File: config.mk
export PLATFORM = sky130hd
export DESIGN_NAME = pipe_hazard_ctrl_flat
export DESIGN_NICKNAME = d
export VERILOG_FILES = /design/src/rtl/mips_pkg.sv /design/src/rtl/pipe_hazard_ctrl_if.sv /design/src/rtl/hazard_fwd_sel.sv /design/src/rtl/pipe_hazard_ctrl.sv /design/src/flat_wrapper.sv
export SDC_FILE = /design/constraint.sdc
export NUM_CORES = 1
export LEC_CHECK = 0
export ABC_AREA = 1
export CORE_MARGIN = 4
export CORE_UTILIZATION = 40
export CTS_BUF_LIST = sky130_fd_sc_hd__clkbuf_2 sky130_fd_sc_hd__clkbuf_4 sky130_fd_sc_hd__clkbuf_8
export DETAILED_ROUTE_END_ITERATION = 8
export GPL_ROUTABILITY_DRIVEN = 0
export PLACE_DENSITY = 0.76
export SKIP_LAST_GASP = 1
export SLEW_MARGIN = 20
export SYNTH_ARGS = -nofsm -noshare
export SYNTH_HDL_FRONTEND = slang
export SYNTH_SLANG_ARGS = --single-unit
File: constraint.sdc
create_clock -name clk -period 2 [get_ports clk]
set_clock_uncertainty 0.05 [all_clocks]
set_input_delay 0.5 -clock clk [delete_from_list [all_inputs] [get_ports clk]]
set_output_delay 0.5 -clock clk [all_outputs]
set_load 0.01 [all_outputs]
File: src/rtl/mips_pkg.sv
// Shared definitions for the 5-stage MIPS pipeline.
//   fwd_sel_e : operand source select driven by the hazard/forwarding unit
//               into the EXE-stage operand muxes.
//   OP_* / FN_* : opcode and funct field values used by the decoder.
package mips_pkg;

  // Operand source for the EXE-stage A/B muxes.
  typedef enum logic [1:0] {
    FWD_RF   = 2'b00,  // register file read value
    FWD_EALU = 2'b01,  // ALU result of the instruction now in EXE
    FWD_MALU = 2'b10,  // ALU result of the instruction now in MEM
    FWD_MMEM = 2'b11   // load data of the instruction now in MEM
  } fwd_sel_e;

  // Opcode field [31:26].
  localparam logic [5:0] OP_RTYPE = 6'b000000;
  localparam logic [5:0] OP_J     = 6'b000010;
  localparam logic [5:0] OP_JAL   = 6'b000011;
  localparam logic [5:0] OP_BEQ   = 6'b000100;
  localparam logic [5:0] OP_BNE   = 6'b000101;
  localparam logic [5:0] OP_ADDI  = 6'b001000;
  localparam logic [5:0] OP_ANDI  = 6'b001100;
  localparam logic [5:0] OP_ORI   = 6'b001101;
  localparam logic [5:0] OP_XORI  = 6'b001110;
  localparam logic [5:0] OP_LUI   = 6'b001111;
  localparam logic [5:0] OP_LW    = 6'b100011;
  localparam logic [5:0] OP_SW    = 6'b101011;

  // Funct field [5:0] for R-type.
  localparam logic [5:0] FN_SLL = 6'b000000;
  localparam logic [5:0] FN_SRL = 6'b000010;
  localparam logic [5:0] FN_SRA = 6'b000011;
  localparam logic [5:0] FN_JR  = 6'b001000;
  localparam logic [5:0] FN_ADD = 6'b100000;
  localparam logic [5:0] FN_SUB = 6'b100010;
  localparam logic [5:0] FN_AND = 6'b100100;
  localparam logic [5:0] FN_OR  = 6'b100101;
  localparam logic [5:0] FN_XOR = 6'b100110;

endpackage

File: src/rtl/pipe_hazard_ctrl_if.sv
// Bundle between the ID-stage decoder and the hazard/forwarding controller.
//   master : decoder side; drives the decoded ID control word, receives
//            forward selects, stall/bubble and the stall counter.
//   slave  : controller side.
// Handshake: none. Every signal is a per-cycle level; the ID inputs are
// valid every cycle and the outputs respond combinationally in that cycle.
interface pipe_hazard_ctrl_if #(
  parameter int REG_W = 5,
  parameter int CNT_W = 32
);
  logic [REG_W-1:0] id_rs;
  logic [REG_W-1:0] id_rt;
  logic             id_use_rs;
  logic             id_use_rt;
  logic             id_wreg;
  logic             id_m2reg;
  logic [REG_W-1:0] id_dest;
  logic [1:0]       fwda;
  logic [1:0]       fwdb;
  logic             stall;
  logic             bubble;
  logic [CNT_W-1:0] stall_cnt;

  modport master (
    output id_rs, id_rt, id_use_rs, id_use_rt, id_wreg, id_m2reg, id_dest,
    input  fwda, fwdb, stall, bubble, stall_cnt
  );

  modport slave (
    input  id_rs, id_rt, id_use_rs, id_use_rt, id_wreg, id_m2reg, id_dest,
    output fwda, fwdb, stall, bubble, stall_cnt
  );
endinterface

File: src/rtl/hazard_fwd_sel.sv
// Forward-select for one EXE operand.
//   src, use_src        : source register of the ID instruction and whether it is read
//   e_wreg/e_m2reg/e_dest : shadow of the instruction in EXE
//   m_wreg/m_m2reg/m_dest : shadow of the instruction in MEM
//   sel                 : fwd_sel_e code
module hazard_fwd_sel
  import mips_pkg::*;
#(
  parameter int REG_W = 5
) (
  input  logic [REG_W-1:0] src,
  input  logic             use_src,
  input  logic             e_wreg,
  input  logic             e_m2reg,
  input  logic [REG_W-1:0] e_dest,
  input  logic             m_wreg,
  input  logic             m_m2reg,
  input  logic [REG_W-1:0] m_dest,
  output logic [1:0]       sel
);

  // EXE is checked first so the youngest producer wins. A load in EXE has no
  // data yet; skipping it lets the select fall through to MEM/regfile while
  // the stall logic holds the instruction.
  always_comb begin
    sel = FWD_RF;
    if (use_src && e_wreg && !e_m2reg && (e_dest == src) && (e_dest != '0)) begin
      sel = FWD_EALU;
    end else if (use_src && m_wreg && (m_dest == src) && (m_dest != '0)) begin
      sel = m_m2reg ? FWD_MMEM : FWD_MALU;
    end
  end

endmodule

File: src/rtl/pipe_hazard_ctrl.sv
// Hazard and forwarding controller beside the ID stage.
//   clk, rst : pipeline clock, synchronous active-high reset
//   hz       : ID control word in; fwda/fwdb, stall, bubble, stall_cnt out
// Shadow registers E (ID/EX) and M (EX/MEM) track the destinations of the
// two older instructions so forwarding and load-use detection are local.
module pipe_hazard_ctrl
  import mips_pkg::*;
#(
  parameter int REG_W = 5,
  parameter int CNT_W = 32
) (
  input logic               clk,
  input logic               rst,
  pipe_hazard_ctrl_if.slave hz
);

  logic             e_wreg, e_m2reg, m_wreg, m_m2reg;
  logic [REG_W-1:0] e_dest, m_dest;
  logic [CNT_W-1:0] stall_cnt_q;
  logic             hit_rs, hit_rt, load_use;
  logic [1:0]       sel_a, sel_b;

  hazard_fwd_sel #(.REG_W(REG_W)) u_fwd_a (
    .src(hz.id_rs), .use_src(hz.id_use_rs),
    .e_wreg(e_wreg), .e_m2reg(e_m2reg), .e_dest(e_dest),
    .m_wreg(m_wreg), .m_m2reg(m_m2reg), .m_dest(m_dest),
    .sel(sel_a)
  );

  hazard_fwd_sel #(.REG_W(REG_W)) u_fwd_b (
    .src(hz.id_rt), .use_src(hz.id_use_rt),
    .e_wreg(e_wreg), .e_m2reg(e_m2reg), .e_dest(e_dest),
    .m_wreg(m_wreg), .m_m2reg(m_m2reg), .m_dest(m_dest),
    .sel(sel_b)
  );

  // A load in EXE delivers data only at the end of MEM, so a dependent
  // instruction in ID must wait one cycle; after that it forwards from MEM.
  assign hit_rs   = hz.id_use_rs && (e_dest == hz.id_rs);
  assign hit_rt   = hz.id_use_rt && (e_dest == hz.id_rt);
  assign load_use = e_wreg && e_m2reg && (e_dest != '0) && (hit_rs || hit_rt);

  assign hz.fwda      = sel_a;
  assign hz.fwdb      = sel_b;
  assign hz.stall     = load_use;
  assign hz.bubble    = load_use;
  assign hz.stall_cnt = stall_cnt_q;

  always_ff @(posedge clk) begin
    if (rst) begin
      e_wreg      <= 1'b0;
      e_m2reg     <= 1'b0;
      e_dest      <= '0;
      m_wreg      <= 1'b0;
      m_m2reg     <= 1'b0;
      m_dest      <= '0;
      stall_cnt_q <= '0;
    end else begin
      m_wreg  <= e_wreg;
      m_m2reg <= e_m2reg;
      m_dest  <= e_dest;
      // The bubble enters ID/EX as a no-write instruction.
      if (load_use) begin
        e_wreg  <= 1'b0;
        e_m2reg <= 1'b0;
        e_dest  <= '0;
      end else begin
        e_wreg  <= hz.id_wreg;
        e_m2reg <= hz.id_m2reg;
        e_dest  <= hz.id_dest;
      end
      // Free-running; wraps from all-ones to zero.
      if (load_use) stall_cnt_q <= stall_cnt_q + CNT_W'(1);
    end
  end

endmodule

File: src/flat_wrapper.sv
// flat-port wrapper written by rule: the top's interface ports become plain ports
module pipe_hazard_ctrl_flat import mips_pkg::*;
#(
  parameter int REG_W = 5,
  parameter int CNT_W = 32
)
  (clk, rst, hz_id_rs, hz_id_rt, hz_id_use_rs, hz_id_use_rt, hz_id_wreg, hz_id_m2reg, hz_id_dest, hz_fwda, hz_fwdb, hz_stall, hz_bubble, hz_stall_cnt);
  pipe_hazard_ctrl_if #(.REG_W(REG_W), .CNT_W(CNT_W)) hz_i ();
  input logic clk;
  input logic rst;
  input wire logic [$bits(hz_i.id_rs)-1:0] hz_id_rs;
  input wire logic [$bits(hz_i.id_rt)-1:0] hz_id_rt;
  input wire logic [$bits(hz_i.id_use_rs)-1:0] hz_id_use_rs;
  input wire logic [$bits(hz_i.id_use_rt)-1:0] hz_id_use_rt;
  input wire logic [$bits(hz_i.id_wreg)-1:0] hz_id_wreg;
  input wire logic [$bits(hz_i.id_m2reg)-1:0] hz_id_m2reg;
  input wire logic [$bits(hz_i.id_dest)-1:0] hz_id_dest;
  output wire logic [$bits(hz_i.fwda)-1:0] hz_fwda;
  output wire logic [$bits(hz_i.fwdb)-1:0] hz_fwdb;
  output wire logic [$bits(hz_i.stall)-1:0] hz_stall;
  output wire logic [$bits(hz_i.bubble)-1:0] hz_bubble;
  output wire logic [$bits(hz_i.stall_cnt)-1:0] hz_stall_cnt;
  assign hz_i.id_rs = hz_id_rs;
  assign hz_i.id_rt = hz_id_rt;
  assign hz_i.id_use_rs = hz_id_use_rs;
  assign hz_i.id_use_rt = hz_id_use_rt;
  assign hz_i.id_wreg = hz_id_wreg;
  assign hz_i.id_m2reg = hz_id_m2reg;
  assign hz_i.id_dest = hz_id_dest;
  assign hz_fwda = hz_i.fwda;
  assign hz_fwdb = hz_i.fwdb;
  assign hz_stall = hz_i.stall;
  assign hz_bubble = hz_i.bubble;
  assign hz_stall_cnt = hz_i.stall_cnt;
  pipe_hazard_ctrl #(.REG_W(REG_W), .CNT_W(CNT_W)) u_core (.clk(clk), .rst(rst), .hz(hz_i));
endmodule
==> results of run 1 <==
## flip-flops by register name, indices dropped and copies added, names as in the netlist
| name | flops |
|---|---|
| u_core.hz.stall_cnt | 32 |
| u_core.e_dest | 5 |
| u_core.m_dest | 5 |
| u_core.e_wreg | 1 |
| u_core.m_wreg | 1 |
| u_core.e_m2reg | 1 |
| u_core.m_m2reg | 1 |
## cell type report
class	instances	area [um^2]	share of cell area
repair buffers	86	768	0.188
clock inverters	2	60.1	0.0147
clock buffers	6	82.6	0.0203
inverters	56	213	0.0522
multi-input cells	383	1890	0.464
well taps	99	124	0.0304
flip-flops and latches	46	940	0.230
## cells by family after synthesis
| logic type | count (synthesis) | share of synthesized area |
|---|---|---|
| XOR/XNOR | 10 | 0.0290 |
| adder cells (fa/ha/maj) | 1 | 0.00414 |
| AO/OA/AOI/OAI | 42 | 0.0870 |
| AND/OR/NAND/NOR | 330 | 0.481 |
| buffers and inverters | 68 | 0.0940 |
| flip-flops | 46 | 0.305 |
## where the power goes
group | leakage, nW | switching [mW] | internal (mW)
logic | 1.12 | 0.118 | 0.0912
registers | 0.377 | 0.0137 | 0.927
clock network | 0.0714 | 0.329 | 0.533
total | 1.57 | 0.460 | 1.55
## synth_stat cells (3+ instances only)
library cell,n,share of area
buf_4,5,0.012
xnor2_1,5,0.014
nand4_1,8,0.017
o22ai_1,4,0.0083
nand3_1,25,0.041
nand2_2,10,0.021
xor2_1,5,0.014
nor2_2,8,0.017
nand2_1,171,0.21
nor2_4,3,0.011
dfxtp_1,46,0.30
clkbuf_1,4,0.0050
nor2_1,84,0.10
inv_2,8,0.0099
nor3_1,4,0.0066
inv_1,48,0.060
a21oi_2,8,0.023
nand3b_1,12,0.030
a21oi_1,18,0.030
o21ai_0,7,0.012
## critical path, stage by stage, from the launching register on
cell and delay [ps]:
dfxtp_4 360, buf_6 120, xor2_2 140, a211oi_2 160, nand3_1 150, o22ai_1 150, buf_2 160
## repair_timing
item / 4_1_cts / 5_1_grt
buffers inserted: 5 / 3
gates resized for setup: 82 / 15
pin swaps: 18 / 6
setup endpoints to repair: 7 / 6
## layer usage
| layer | share of wire | vias to the layer above |
|---|---|---|
| met5 | 0 | - |
| met4 | 0.027 | 0 |
| met3 | 0.074 | 21 |
| met2 | 0.47 | 145 |
| met1 | 0.43 | 1562 |
| li1 | - | 1712 |
## metrics by stage
stage | setup TNS [ps] | util
6_report | -389 | 0.559
3_5_place_dp | -15200 | 0.525
3_3_place_gp | -12790 | 0.525
5_1_grt | -854 | 0.559
4_1_cts | -310 | 0.551
2_1_floorplan | 0 | -
## layout by cell type, fill, tap and decap left out, types with 2 or more instances in the layout
cell	count
nand2_1	165
nor2_1	83
inv_1	44
clkdlybuf4s50_1	40
dfxtp_1	39
buf_4	25
nand3_1	24
a21oi_1	18
nand2_2	16
nand3b_1	12
inv_2	11
buf_2	10
nor2_2	8
nand4_1	8
o21ai_0	7
a21oi_2	7
clkbuf_8	6
nor2_4	4
o22ai_1	4
xor2_1	4
xnor2_1	4
dfxtp_4	4
nor3_1	3
clkdlybuf4s15_2	3
buf_6	3
dfxtp_2	3
a21oi_4	2
nand3_4	2
nand2_4	2
bufinv_16	2
dlygate4sd2_1	2
buf_12	2
## final timing paths
kind,endpoint,slack [ps]
worst max-delay path,hz_fwda[0],-100
worst min-delay path,u_core.m_wreg,390
worst max register to register,u_core.hz.stall_cnt[31],200
worst min register to register,u_core.m_wreg,390
==> qor.yml, run 1 <==
clock-sinks: 46
ir_drop_mv: 0.294
crit_path_max_fanout: 2
placedCellCount: 662
fin_area_um2: 4080
dieArea_um2: 9010
synth_cell_types: 30
drt-initial-drc-count: 219
cts_made_buffers: 5
pre_cts_ws_ps: -871
met3_usage: 0.0327
io_pins: 59
endpoint_kind: "output port"
hpwl_um: 6590
crit_start: "u_core.m_dest[2]"
tritoncts: "built"
placementRows: 31
critPathRequiredTime_ps: 1450
cts.htree.levels: 2
setup_viol: 6
yosys_warnings: 0
clkTransAtPathRegs_ps: 90
grt_util_met2: 0.329
drive_above_1_share: 0.204
setup_ws_ps: -99.2
syn-cell-area_um2: 3020
dpl-instance-area_um2: 3830
vias: 3440
violations: "negative setup slack"
rsz0062_at_grt: "yes"
drc: 0
ant_nets: 0
ys_seq_area_frac: 0.305
syn_nets: 519
report.final.slew_viol_count: 0
layout.cells.non_filler: 678
fin_crit_ps: 2100
grtUsageTotal: 0.200
hold_start: "u_core.e_wreg"
grt_pass1_vias: 3107
layout.nets: 600
drv_cap: 0
worst_hold_slack_ps: 386
period_share: 1.05
rr_startpoint: "u_core.e_dest[1]"
criticalPathCategory: "reg -> out"
use_met1: 0.266
synth_edf_count: 0
crit_arrival_ps: 1550
leakage_nw: 1.57
grt_max_degree: 18
hold_buffers: 0
tightest_slew_ps: 395
relSlewSlack: 0.734
cts_root_buf: "clkbuf_8"
synth_cells: 497
syn_area_per_cell_um2: 6.08
whs_path_depth: 2
area_growth_pct: 35.0
wirelength_um: 8870
wire_per_inst_um: 13.1
fill_cells: 722
hold_class: "reg -> reg"
port_buffers: 58
start_kind: "flop"
r2r_cells: 12
hold_violations: 0
n_antenna_cell: 0
grt_pass1_wl_um: 14300
antenna_found_initial: 0
fp.dieH_um: 94.9
synthFlopType: "dfxtp_1"
ctsLongestPathBuffers: 2
status: "finished with violations"
total_power_mw: 2.01
power.density_nw_per_um2: 493
core-area_um2: 7290
clk_latency_ps: 300
synthArstFlopShare: 0
dr.pass1.iters: 5
grt_overflow_total: 0
via_per_inst: 5.07
start_util: 0.414
busiest_layer: "met2"
chipWidth_um: 94.9
ys_ff_latch: 46
max_freq_ghz: 0.476
Note: power is estimated with default switching activity, not from simulation.
==> run 2: changes to the inputs <==
CORE_ASPECT_RATIO = 0.7   (was default)
CORE_MARGIN = 5   (was 4)
==> run 2 against run 1 <==
Compared with the run above: critical path type is now in -> out; the flow still finishes with violations (negative setup slack); register-to-register slack got worse by 140 ps; design area decreased by 2.1%; worst hold slack improved by 20 ps; count of clock-buffer cells in the layout decreased by 1.
==> qor.yml, run 2 (synthesized netlist as in run 1, its figures left out) <==
crit_path_max_fanout: 3  # was 2
io_pins: 59  # unchanged
antenna_found_initial: 0  # unchanged
grt_pass1_vias: 3086  # was 3107
drt-initial-drc-count: 254  # was 219
critPathMaxStageDelay_ps: 260  # was 360 ps
grt_pass1_wl_um: 14800  # was 14300 um
vias: 3454  # was 3440
cts_root_buf: "clkbuf_8"  # unchanged
area_growth_pct: 32.2  # was 35.0%
cts.htree.levels: 2  # unchanged
clk_latency_ps: 310  # was 300 ps
drive_above_1_share: 0.194  # was 0.204
layout_commonest_cell: "nand2_1"  # unchanged
core-area_um2: 7320  # was 7290 um^2
dpl-instance-area_um2: 3800  # was 3830 um^2
hold_class: "reg -> reg"  # unchanged
via_per_inst: 5.15  # was 5.07
violations: "negative setup slack"  # unchanged
multi_input_area_um2: 1890  # about the same
report.final.slew_viol_count: 0  # unchanged
pre_cts_ws_ps: -786  # was -871 ps
path_delay_family: "simple AND/OR/NAND/NOR gates"  # was flip-flops
final_core_util: 0.546  # was 0.559
endpoint_kind: "output port"  # unchanged
n_antenna_cell: 0  # unchanged
rsz0062_at_grt: "yes"  # unchanged
fill_cells: 717  # was 722
period_share: 1.07  # was 1.05
seqCellArea_um2: 940  # unchanged
layout.nets: 594  # was 600
power.density_nw_per_um2: 439  # was 493 nW/um^2
wirelength_um: 9230  # was 8870 um
fin_setup_tns_ps: -466  # was -389 ps
cp.buffers_inverters: 3  # was 2
fin_area_um2: 3990  # was 4080 um^2
fin_crit_ps: 2140  # was 2100 ps
grtUsageTotal: 0.198  # was 0.200
port_buffers: 58  # unchanged
worst_hold_slack_ps: 407  # was 386 ps
drc: 0  # unchanged
max_freq_ghz: 0.467  # was 0.476 GHz
grt_overflow_total: 0  # unchanged
critPathRequiredTime_ps: 1450  # about the same
hold_violations: 0  # unchanged
largest_reg_flops: 32  # unchanged
start_kind: "input port"  # was flop
start_util: 0.413  # was 0.414
crit_arrival_ps: 1590  # was 1550 ps
setup_viol: 6  # unchanged
wire_per_inst_um: 13.7  # was 13.1 um
ctsLongestPathBuffers: 2  # unchanged
fp.dieH_um: 82.7  # was 94.9 um
tritoncts: "built"  # unchanged
dr.pass1.iters: 5  # unchanged
drv_cap: 0  # unchanged
status: "finished with violations"  # unchanged
chipWidth_um: 114  # was 94.9 um
setup_ws_ps: -141  # was -99.2 ps
hpwl_um: 7060  # was 6590 um
ant_nets: 0  # unchanged
dieArea_um2: 9420  # was 9010 um^2
path_cells: "buf_2, xnor2_2, nand3_2, nor4_4, buf_4, nand2_1, nor2_1, buf_2"  # was buf_6, xor2_2, a211oi_2, nand3_1, o22ai_1, buf_2
cpMaxStageDelayCell: "nor4_4"  # was dfxtp_4
placementRows: 26  # was 31
clkTransAtPathRegs_ps: 100  # was 90 ps
grt_max_degree: 19  # was 18
clock-sinks: 46  # unchanged
relSlewSlack: 0.742  # was 0.734
ir_drop_mv: 0.262  # was 0.294 mV
path_common_cell: "buf_2"
final_cell_mix: "nand2_1 (164), nor2_1 (83), inv_1 (46), clkdlybuf4s50_1 (40), dfxtp_1 (37)"  # was nand2_1 (165), nor2_1 (83), inv_1 (44), clkdlybuf4s50_1 (40), dfxtp_1 (39)
cts_made_buffers: 5  # unchanged
tightest_slew_ps: 387  # was 395 ps
criticalPathCategory: "in -> out"  # was reg -> out
leakage_nw: 1.52  # was 1.57 nW
==> run 2: layout make-up <==
| cell class | instances | share of cell area |
|---|---|---|
| multi-input cells | 383 | 0.474 |
| flip-flops and latches | 46 | 0.235 |
| repair buffers | 80 | 0.184 |
| inverters | 56 | 0.0526 |
| well taps | 98 | 0.0307 |
| clock buffers | 5 | 0.0172 |
| clock inverters | 3 | 0.00627 |
==> run 2: power by group <==
group | switching, mW | internal, mW | leakage, nW
clock network | 0.351 | 0.253 | 0.0447
registers | 0.0141 | 0.928 | 0.377
logic | 0.118 | 0.0876 | 1.09
total | 0.483 | 1.27 | 1.52
==> run 2: worst min-delay path: stages (launching register included) <==
cell and delay (ps):
dfxtp_1 340, inv_1 50, nor2_1 30
==> run 2: what timing repair did <==
action                                  4_1_cts  5_1_grt
gates cloned                                  0        0
endpoints found under the setup margin        8        7
gates resized for setup                      73       17
pin swaps                                    16        7
endpoints found under the hold margin         0        0
hold buffers                                  0        0
buffers inserted                              4        1
==> run 2: per-stage QoR <==
step | instances | power [mW]
2_1_floorplan | 497 | 1.06
3_3_place_gp | 658 | 1.14
3_5_place_dp | 658 | 1.15
4_1_cts | 670 | 1.76
5_1_grt | 671 | 1.83
6_report | 671 | 1.75
==> run 2: worst paths after layout <==
path / from / to / slack (ps) / depth (start not counted)
max reg2reg: u_core.e_dest[2] / u_core.hz.stall_cnt[15] / 60 / 13
min reg2reg: u_core.e_wreg / u_core.m_wreg / 410 / 2
min: u_core.e_wreg / u_core.m_wreg / 410 / 2
max: hz_id_rt[2] / hz_fwdb[1] / -140 / 8
==> run 2: routing by layer <==
| metal | part of all wire | routed length, um | up-vias | track usage |
|---|---|---|---|---|
| met2 | 0.43 | 3930 | 170 | 0.317 |
| li1 | - | - | 1701 | - |
| met5 | 0 | 0 | - | 0 |
| met4 | 0.018 | 169 | 0 | 0.0569 |
| met1 | 0.47 | 4320 | 1564 | 0.274 |
| met3 | 0.088 | 809 | 19 | 0.0379 |
==> run 3: changes to the inputs <==
CORE_MARGIN = 2   (was 5)
==> run 3 against run 2 <==
Compared with the run above: the flow still finishes with violations (negative setup slack); clock power decreased by 2%; register-to-register slack improved by 140 ps; cell count increased by 0.45%; design area increased by 1.1%; count of clock-buffer cells in the layout unchanged; flip-flop and latch count unchanged; critical path type is now reg -> out; critical endpoint is now hz_fwdb[0]; highest routed layer unchanged.
==> qor.yml, run 3 (synthesized netlist as in run 1, its figures left out) <==
dieArea_um2: 8270  # was 9420 um^2
wire_per_inst_um: 13.6  # was 13.7 um
io_pins: 59  # unchanged
core-area_um2: 7320  # unchanged
dr.pass1.iters: 7  # was 5
tritoncts: "built"  # unchanged
critPathMaxStageDelay_ps: 380  # was 260 ps
clkPwrFrac: 0.337  # was 0.345
seqCellArea_um2: 942  # was 940 um^2
path_delay_family: "simple AND/OR/NAND/NOR gates"  # unchanged
ant_nets: 0  # unchanged
grt_pass1_vias: 3120  # was 3086
period_share: 1.08  # was 1.07
layout.nets: 597  # was 594
setup_ws_ps: -153  # was -141 ps
vias: 3454  # unchanged
port_buffers: 58  # unchanged
total_power_mw: 1.75  # about the same
violations: "negative setup slack"  # unchanged
power_switching_uw: 483  # about the same
start_util: 0.413  # unchanged
fin_area_um2: 4040  # was 3990 um^2
cts_root_buf: "clkbuf_8"  # unchanged
relSlewSlack: 0.764  # was 0.742
grt_overflow_total: 0  # unchanged
swShare: 0.276  # about the same
fp.dieH_um: 76.7  # was 82.7 um
cts.htree.levels: 2  # unchanged
fill_cells: 698  # was 717
grt_max_degree: 20  # was 19
start_kind: "flop"  # was input port
clk_latency_ps: 310  # about the same
hold_violations: 0  # unchanged
hpwl_um: 6870  # was 7060 um
fin_crit_ps: 2150  # was 2140 ps
criticalPathCategory: "reg -> out"  # was in -> out
critPathRequiredTime_ps: 1450  # about the same
area_growth_pct: 33.7  # was 32.2%
grtUsageTotal: 0.221  # was 0.198
via_per_inst: 5.12  # was 5.15
endpoint_kind: "output port"  # unchanged
wirelength_um: 9170  # was 9230 um
path_cells: "xnor2_2, nand3_2, nor4_4, buf_4, nand3_2, nand2_1, buf_2"  # was buf_2, xnor2_2, nand3_2, nor4_4, buf_4, nand2_1, nor2_1, buf_2
cpMaxStageDelayCell: "dfxtp_4"  # was nor4_4
status: "finished with violations"  # unchanged
hold_class: "reg -> reg"  # unchanged
drv_cap: 0  # unchanged
cp.buffers_inverters: 2  # was 3
cts_made_buffers: 5  # unchanged
power.density_nw_per_um2: 433  # was 439 nW/um^2
report.final.slew_viol_count: 0  # unchanged
crit_arrival_ps: 1600  # was 1590 ps
antenna_found_initial: 0  # unchanged
rsz0062_at_grt: "yes"  # unchanged
leakage_nw: 1.54  # was 1.52 nW
largest_reg_flops: 32  # unchanged
p_seq_frac: 0.540  # was 0.538
tightest_slew_ps: 353  # was 387 ps
ctsLongestPathBuffers: 2  # unchanged
multi_input_area_um2: 1920  # was 1890 um^2
n_antenna_cell: 0  # unchanged
chipWidth_um: 108  # was 114 um
internal_power_mw: 1.27  # about the same
dpl-instance-area_um2: 3810  # was 3800 um^2
drt-initial-drc-count: 335  # was 254
crit_path_max_fanout: 3  # unchanged
max_freq_ghz: 0.465  # was 0.467 GHz
drc: 0  # unchanged
grt_pass1_wl_um: 14800  # about the same
placementRows: 26  # unchanged
layout_commonest_cell: "nand2_1"  # unchanged
clock-sinks: 46  # unchanged
final_cell_mix: "nand2_1 (163), nor2_1 (83), inv_1 (42), clkdlybuf4s50_1 (40), dfxtp_1 (37)"  # was nand2_1 (164), nor2_1 (83), inv_1 (46), clkdlybuf4s50_1 (40), dfxtp_1 (37)
clkTransAtPathRegs_ps: 90  # was 100 ps
hold_buffers: 0  # unchanged
ir_drop_mv: 0.230  # was 0.262 mV
pwr-share-comb: 0.123  # was 0.117
setup_viol: 6  # unchanged
drive_above_1_share: 0.217  # was 0.194
path_common_cell: "nand3_2"  # was buf_2
## run 3: final timing paths
kind                    start                       to  slack (ps)  cells past startpoint
max          u_core.m_dest[2]               hz_fwdb[0]        -150                      7
min             u_core.e_wreg            u_core.m_wreg         400                      2
min reg2reg     u_core.e_wreg            u_core.m_wreg         400                      2
max reg2reg  u_core.e_dest[3]  u_core.hz.stall_cnt[25]         200                     12
## run 3: layer usage
layer | wire length, um | track usage | up-vias | part of all wire
li1 | - | - | 1703 | -
met5 | 0 | 0 | - | 0
met3 | 835 | 0.0442 | 36 | 0.091
met2 | 3880 | 0.320 | 184 | 0.42
met1 | 4220 | 0.327 | 1531 | 0.46
met4 | 233 | 0.0679 | 0 | 0.025
## run 3: metrics by stage
stage / hold slack [ps] / cells / utilization / setup slack (ps) / TNS (ps)
6_report: 403 / 674 / 0.552 / -153 / -516
5_1_grt: 421 / 674 / 0.552 / -203 / -869
4_1_cts: 405 / 670 / 0.541 / -133 / -265
3_5_place_dp: 393 / 658 / 0.521 / -879 / -15200
3_3_place_gp: 376 / 658 / 0.521 / -785 / -13100
2_1_floorplan: 367 / 497 / - / 50.5 / 0
## run 3: power by group through the flow
stage	combinational [mW]	clock [mW]	sequential, mW
floorplan	0.0999	0	0.959
global placement	0.183	0	0.964
detailed placement	0.187	0	0.964
CTS	0.197	0.597	0.942
global route	0.231	0.642	0.946
finish	0.214	0.590	0.945
## run 3: final cells by class
type	count	share of cell area
clock inverter	3	0.00527
sequential	46	0.233
inverter	56	0.0533
tap	98	0.0304
clock buffer	5	0.0170
multi-input combinational	383	0.475
timing repair buffer	83	0.186
## run 3: what timing repair did
action	in CTS	in global routing
setup endpoints to repair	6	6
pin swaps	17	13
resized for setup	87	23
setup buffers	4	4
## run 3: tightest hold or removal path: stages, from the launching register on
cell	delay, ps
dfxtp_1	340
inv_1	50
nor2_1	30
==> patch 1, RTL diff (flow settings as in run 1) <==
`CNT_W` is set to 32 in 3 places; all go to 64.
--- a/src/rtl/pipe_hazard_ctrl_if.sv
+++ b/src/rtl/pipe_hazard_ctrl_if.sv
@@ -6,7 +6,7 @@
 // valid every cycle and the outputs respond combinationally in that cycle.
 interface pipe_hazard_ctrl_if #(
   parameter int REG_W = 5,
-  parameter int CNT_W = 32
+  parameter int CNT_W = 64
 );
   logic [REG_W-1:0] id_rs;
   logic [REG_W-1:0] id_rt;
--- a/src/rtl/pipe_hazard_ctrl.sv
+++ b/src/rtl/pipe_hazard_ctrl.sv
@@ -7,7 +7,7 @@
   import mips_pkg::*;
 #(
   parameter int REG_W = 5,
-  parameter int CNT_W = 32
+  parameter int CNT_W = 64
 ) (
   input logic               clk,
   input logic               rst,
--- a/src/flat_wrapper.sv
+++ b/src/flat_wrapper.sv
@@ -2,7 +2,7 @@
 module pipe_hazard_ctrl_flat import mips_pkg::*;
 #(
   parameter int REG_W = 5,
-  parameter int CNT_W = 32
+  parameter int CNT_W = 64
 )
   (clk, rst, hz_id_rs, hz_id_rt, hz_id_use_rs, hz_id_use_rt, hz_id_wreg, hz_id_m2reg, hz_id_dest, hz_fwda, hz_fwdb, hz_stall, hz_bubble, hz_stall_cnt);
   pipe_hazard_ctrl_if #(.REG_W(REG_W), .CNT_W(CNT_W)) hz_i ();
Ports: changed (resized hz_stall_cnt); port bits go from 59 to 91. The function was not compared with the original's and may differ.
==> patch 1 against run 1 <==
The run still ends with setup timing left. Worst setup slack lost 160 ps. Synthesized area up 69%. Sequential power up 68%. Final area increased by 72%. Routed wire length grew 90%. Sequential cell count up 32. Total power is 54% higher. Critical endpoint is now hz_fwdb[0]. Largest cell class unchanged. Largest power group unchanged.
==> patch 1: results (changes against run 1) <==
[clock_tree]
clock_tree.htree_level_count = 3  ; +1
tritoncts.num_buffers = 9  ; +4
clkLatencyLatePin_ps = 370  ; +70 ps

[synth]
post_synth_xor_area_fraction_pct = 2.40  ; -0.50 points
adder_cell_share_of_the_synthesized_area_pct = 0.245  ; -0.17 points
ys_top_cells_by_area = sky130_fd_sc_hd__dfxtp_1, sky130_fd_sc_hd__nand2_1, sky130_fd_sc_hd__nor2_1
synth.distinct_cells = 41  ; +37%
syn_nets = 865  ; +67%
synth_commonest_cells = sky130_fd_sc_hd__nand2_1, sky130_fd_sc_hd__nor2_1, sky130_fd_sc_hd__inv_1
synth-compound-area-share_pct = 9.10  ; +0.40 points

[worst_setup_path]
worst_r2r_path_depth = 13  ; +1
setup.reg_to_reg.worst_slack_ps = 40  ; -160 ps
slowest_delay_ps = 210  ; -150 ps
critical_path.slowest_cell = sky130_fd_sc_hd__clkdlybuf4s15_2

[pwr]
worst_ir_drop_vdd_uv = 258  ; -12%

[timing]
report.final.setup_viol = 6  ; unchanged
tightestPinTransition_ps = 350  ; -44.8 ps
worst_slack_ps = -254  ; -155 ps

[route]
vias_after_detailed_routing = 5982  ; +74%
mean_routed_wirelength_per_cell_um = 14.5  ; +11%
initialDrtViolationCount = 610  ; +180%

[final_layout]
largest_register_ff_count = 64  ; +100%
fin_nets = 1012  ; +69%
fillerInstances = 1214  ; +68%

[status]
violations_in_the_final_reports = setup timing
outcome = complete, but fails checks

[place]
place.port_buffers = 90  ; +55%
dp.final_hpwl_um = 12500  ; +89%
post-place-ws_ps = -836  ; +34.7 ps

[grt]
grt_max_degree = 33  ; +15

-- patch 1: how the worst max path moves through the flow --
| stage | slack (ps) | to | from | cells past startpoint |
|---|---|---|---|---|
| 6_report | -250 | hz_fwdb[0] | hz_id_rt[2] | 7 |
| 5_1_grt | -360 | hz_fwdb[0] | u_core.m_dest[2] | 6 |
| 4_1_cts | -240 | hz_bubble | u_core.e_dest[3] | 9 |
| 3_5_place_dp | -840 | hz_bubble | hz_id_rt[3] | 8 |
| 3_3_place_gp | -810 | hz_bubble | hz_id_rt[3] | 8 |
| 2_1_floorplan | 1 | hz_stall | hz_id_rs[0] | 8 |
-- patch 1: kinds of logic (layout without fill, tap and decap cells) --
group / count (synthesis) / count (layout)
AOI/OAI and AO/OA: 75 / 75
adders and majority gates: 1 / 1
buffers and inverters: 135 / 287
xor gates and xnor gates: 14 / 14
and+or+nand+nor: 540 / 540
DFF: 78 / 78
-- patch 1: through the flow --
| step | TNS (ps) | std cells | power (W) | util (%) |
|---|---|---|---|---|
| 6_report | -1170 | 1163 | 0.00310 | 57.3 |
| 3_5_place_dp | -29870 | 1131 | 0.00184 | 52.9 |
| 2_1_floorplan | 0 | 843 | 0.00173 | - |
| 4_1_cts | -906 | 1155 | 0.00309 | 55.4 |
| 3_3_place_gp | -27400 | 1131 | 0.00183 | 52.9 |
| 5_1_grt | -3150 | 1163 | 0.00322 | 57.3 |
-- patch 1: repair_timing --
item | in CTS | in global routing
hold buffers | 0 | 0
resized for setup | 77 | 58
endpoints found under the setup margin | 31 | 46
setup buffers | 8 | 7
pin swaps | 18 | 19
cloned | 0 | 1
-- patch 1: worst register-to-register path: cells and delay by family (launching register included) --
family / cells / cell delay (ps)
flip-flops: 1 / 390
AND/OR/NAND/NOR: 7 / 620
buffers and inverters: 5 / 630
AO/OA/AOI/OAI: 1 / 170
-- patch 1: layout make-up --
class                   count  area share, %
clock inverters             5          0.819
inverters                 117           6.39
clock buffers              11           2.15
repair buffers            154           20.9
flip-flops and latches     78           22.9
well taps                 168           2.99
multi-input cells         630           43.8
-- patch 1: power by group through the flow --
stage	clock, W	combinational, W	sequential (W)
after global routing	0.00135	0.000288	0.00158
after global placement	0	0.000218	0.00162
after CTS	0.00128	0.000229	0.00158
final	0.00126	0.000265	0.00158
after floorplan	0	0.000120	0.00161
after detailed placement	0	0.000222	0.00162
-- patch 1: per-layer routing --
| metal | up-vias | routed length (um) | global-route usage, % |
|---|---|---|---|
| li1 | 2936 | - | - |
| met1 | 2744 | 7470 | 30.4 |
| met2 | 260 | 7650 | 36.6 |
| met3 | 42 | 1230 | 3.31 |
| met4 | 0 | 510 | 8.78 |
| met5 | - | 0 | 0 |
==> patch 2, RTL diff (settings of run 1) <==
Without the edit above. Reset style: asynchronous (`rst`), changed in one clocked block. Comments in the files are not updated.
--- a/src/rtl/pipe_hazard_ctrl.sv
+++ b/src/rtl/pipe_hazard_ctrl.sv
@@ -46,7 +46,7 @@
   assign hz.bubble    = load_use;
   assign hz.stall_cnt = stall_cnt_q;
 
-  always_ff @(posedge clk) begin
+  always_ff @(posedge clk or posedge rst) begin
     if (rst) begin
       e_wreg      <= 1'b0;
       e_m2reg     <= 1'b0;
Formal check against the unedited RTL: differs if rst is asserted again (counterexample within 4 cycles, from zero or initial values and one cycle with rst high); with rst held inactive, the same outputs for 10 cycles.
==> patch 2 against run 1 <==
The run still ends with setup timing left. Sequential cell count stayed put. Final area shrank 3.8%. Fmax is 3.6% lower. Routed wire length shrank 11%. Worst setup slack lost 79 ps. First-iteration DRC count down 31%. Combinational power grew 33%. Synthesized area up 0.41%. Synthesized cell count is 8.5% lower. Count of clock-buffer cells in the layout up 1. Total power shrank 7.1%.
==> patch 2: results (changes against run 1) <==
[final_layout]
layout.non_clock_buffers = 73  ; -15%
clock_tree_area_fraction_pct = 2.43  ; -1.1 points
fraction_of_area_in_multi_input_gates_pct = 44.3  ; -2.1 points
sh_seq_area_pct = 29.5  ; +6.4 points

[place]
placed_area_um2 = 3740  ; -2.1%
dp.final_hpwl_um = 6010  ; -8.8%

[timing]
setup_total_negative_slack_ps = -742  ; -352 ps
report.final.setup_viol = 6  ; unchanged
worst_slack_ps = -179  ; -79.4 ps

[synth]
synth_commonest_cells = sky130_fd_sc_hd__nand2_1, sky130_fd_sc_hd__nor2_1, sky130_fd_sc_hd__dfrtp_1
seq_area_frac_synth_pct = 38.0  ; +7.5 points

[grt]
grt.met2_usage_pct = 31.8  ; -1.1 points
grt_max_degree = 33  ; +15
grtUsageMet1_pct = 24.6  ; -1.9 points
grt_usage_pct = 18.7  ; -1.4 points
groute.layer.met3.usage_pct = 2.37  ; -0.90 points
grt_first_pass_wirelength_um = 13500  ; -5.7%

[route]
initialDrtViolationCount = 151  ; -31%

[status]
outcome = complete, but fails checks
violations_in_the_final_reports = setup timing

[worst_setup_path]
critical_path.slowest_cell = sky130_fd_sc_hd__dlygate4sd2_1
path_delay_family = buffers and inverters
slowest_delay_ps = 280  ; -80 ps

[pwr]
worst_ir_drop_vdd_uv = 196  ; -33%
swShare_pct = 26.5  ; +3.7 points
clk-power_w = 0.000602  ; -30%

## patch 2: changes by cell type after synthesis, sizes merged, moves of 3 or more
cell    change
xor2        +5
a21oi      -23
inv        -20
nor2       -22
o211ai      +4
dfxtp      -46
o22ai       -4
o21ai       -7
nand2      +46
clkbuf      -4
dfrtp      +46
nand3       -9
nand4       -8
nand3b      +3
## patch 2: logic make-up after synthesis
group / synth area share, %
simple gates: 47.1
flops: 38.0
buf+inv: 6.93
xor+xnor: 4.91
compound gates: 2.68
fa+ha+maj: 0.412
## patch 2: path summary, 6_finish.rpt
path	end	slack, ps	cells past startpoint
worst max-delay path	hz_bubble	-180	8
worst min-delay path	u_core.m_m2reg	380	0
worst max register to register	u_core.hz.stall_cnt[18]	210	10
worst min register to register	u_core.m_m2reg	380	0
max in group asynchronous	u_core.hz.stall_cnt[15]	1140	3
min in group asynchronous	u_core.m_m2reg	510	3
## patch 2: metal layers
layer	routed length (um)	vias to the layer above
li1	-	1535
met1	3540	1367
met2	3810	96
met5	0	-
met3	352	15
met4	156	0
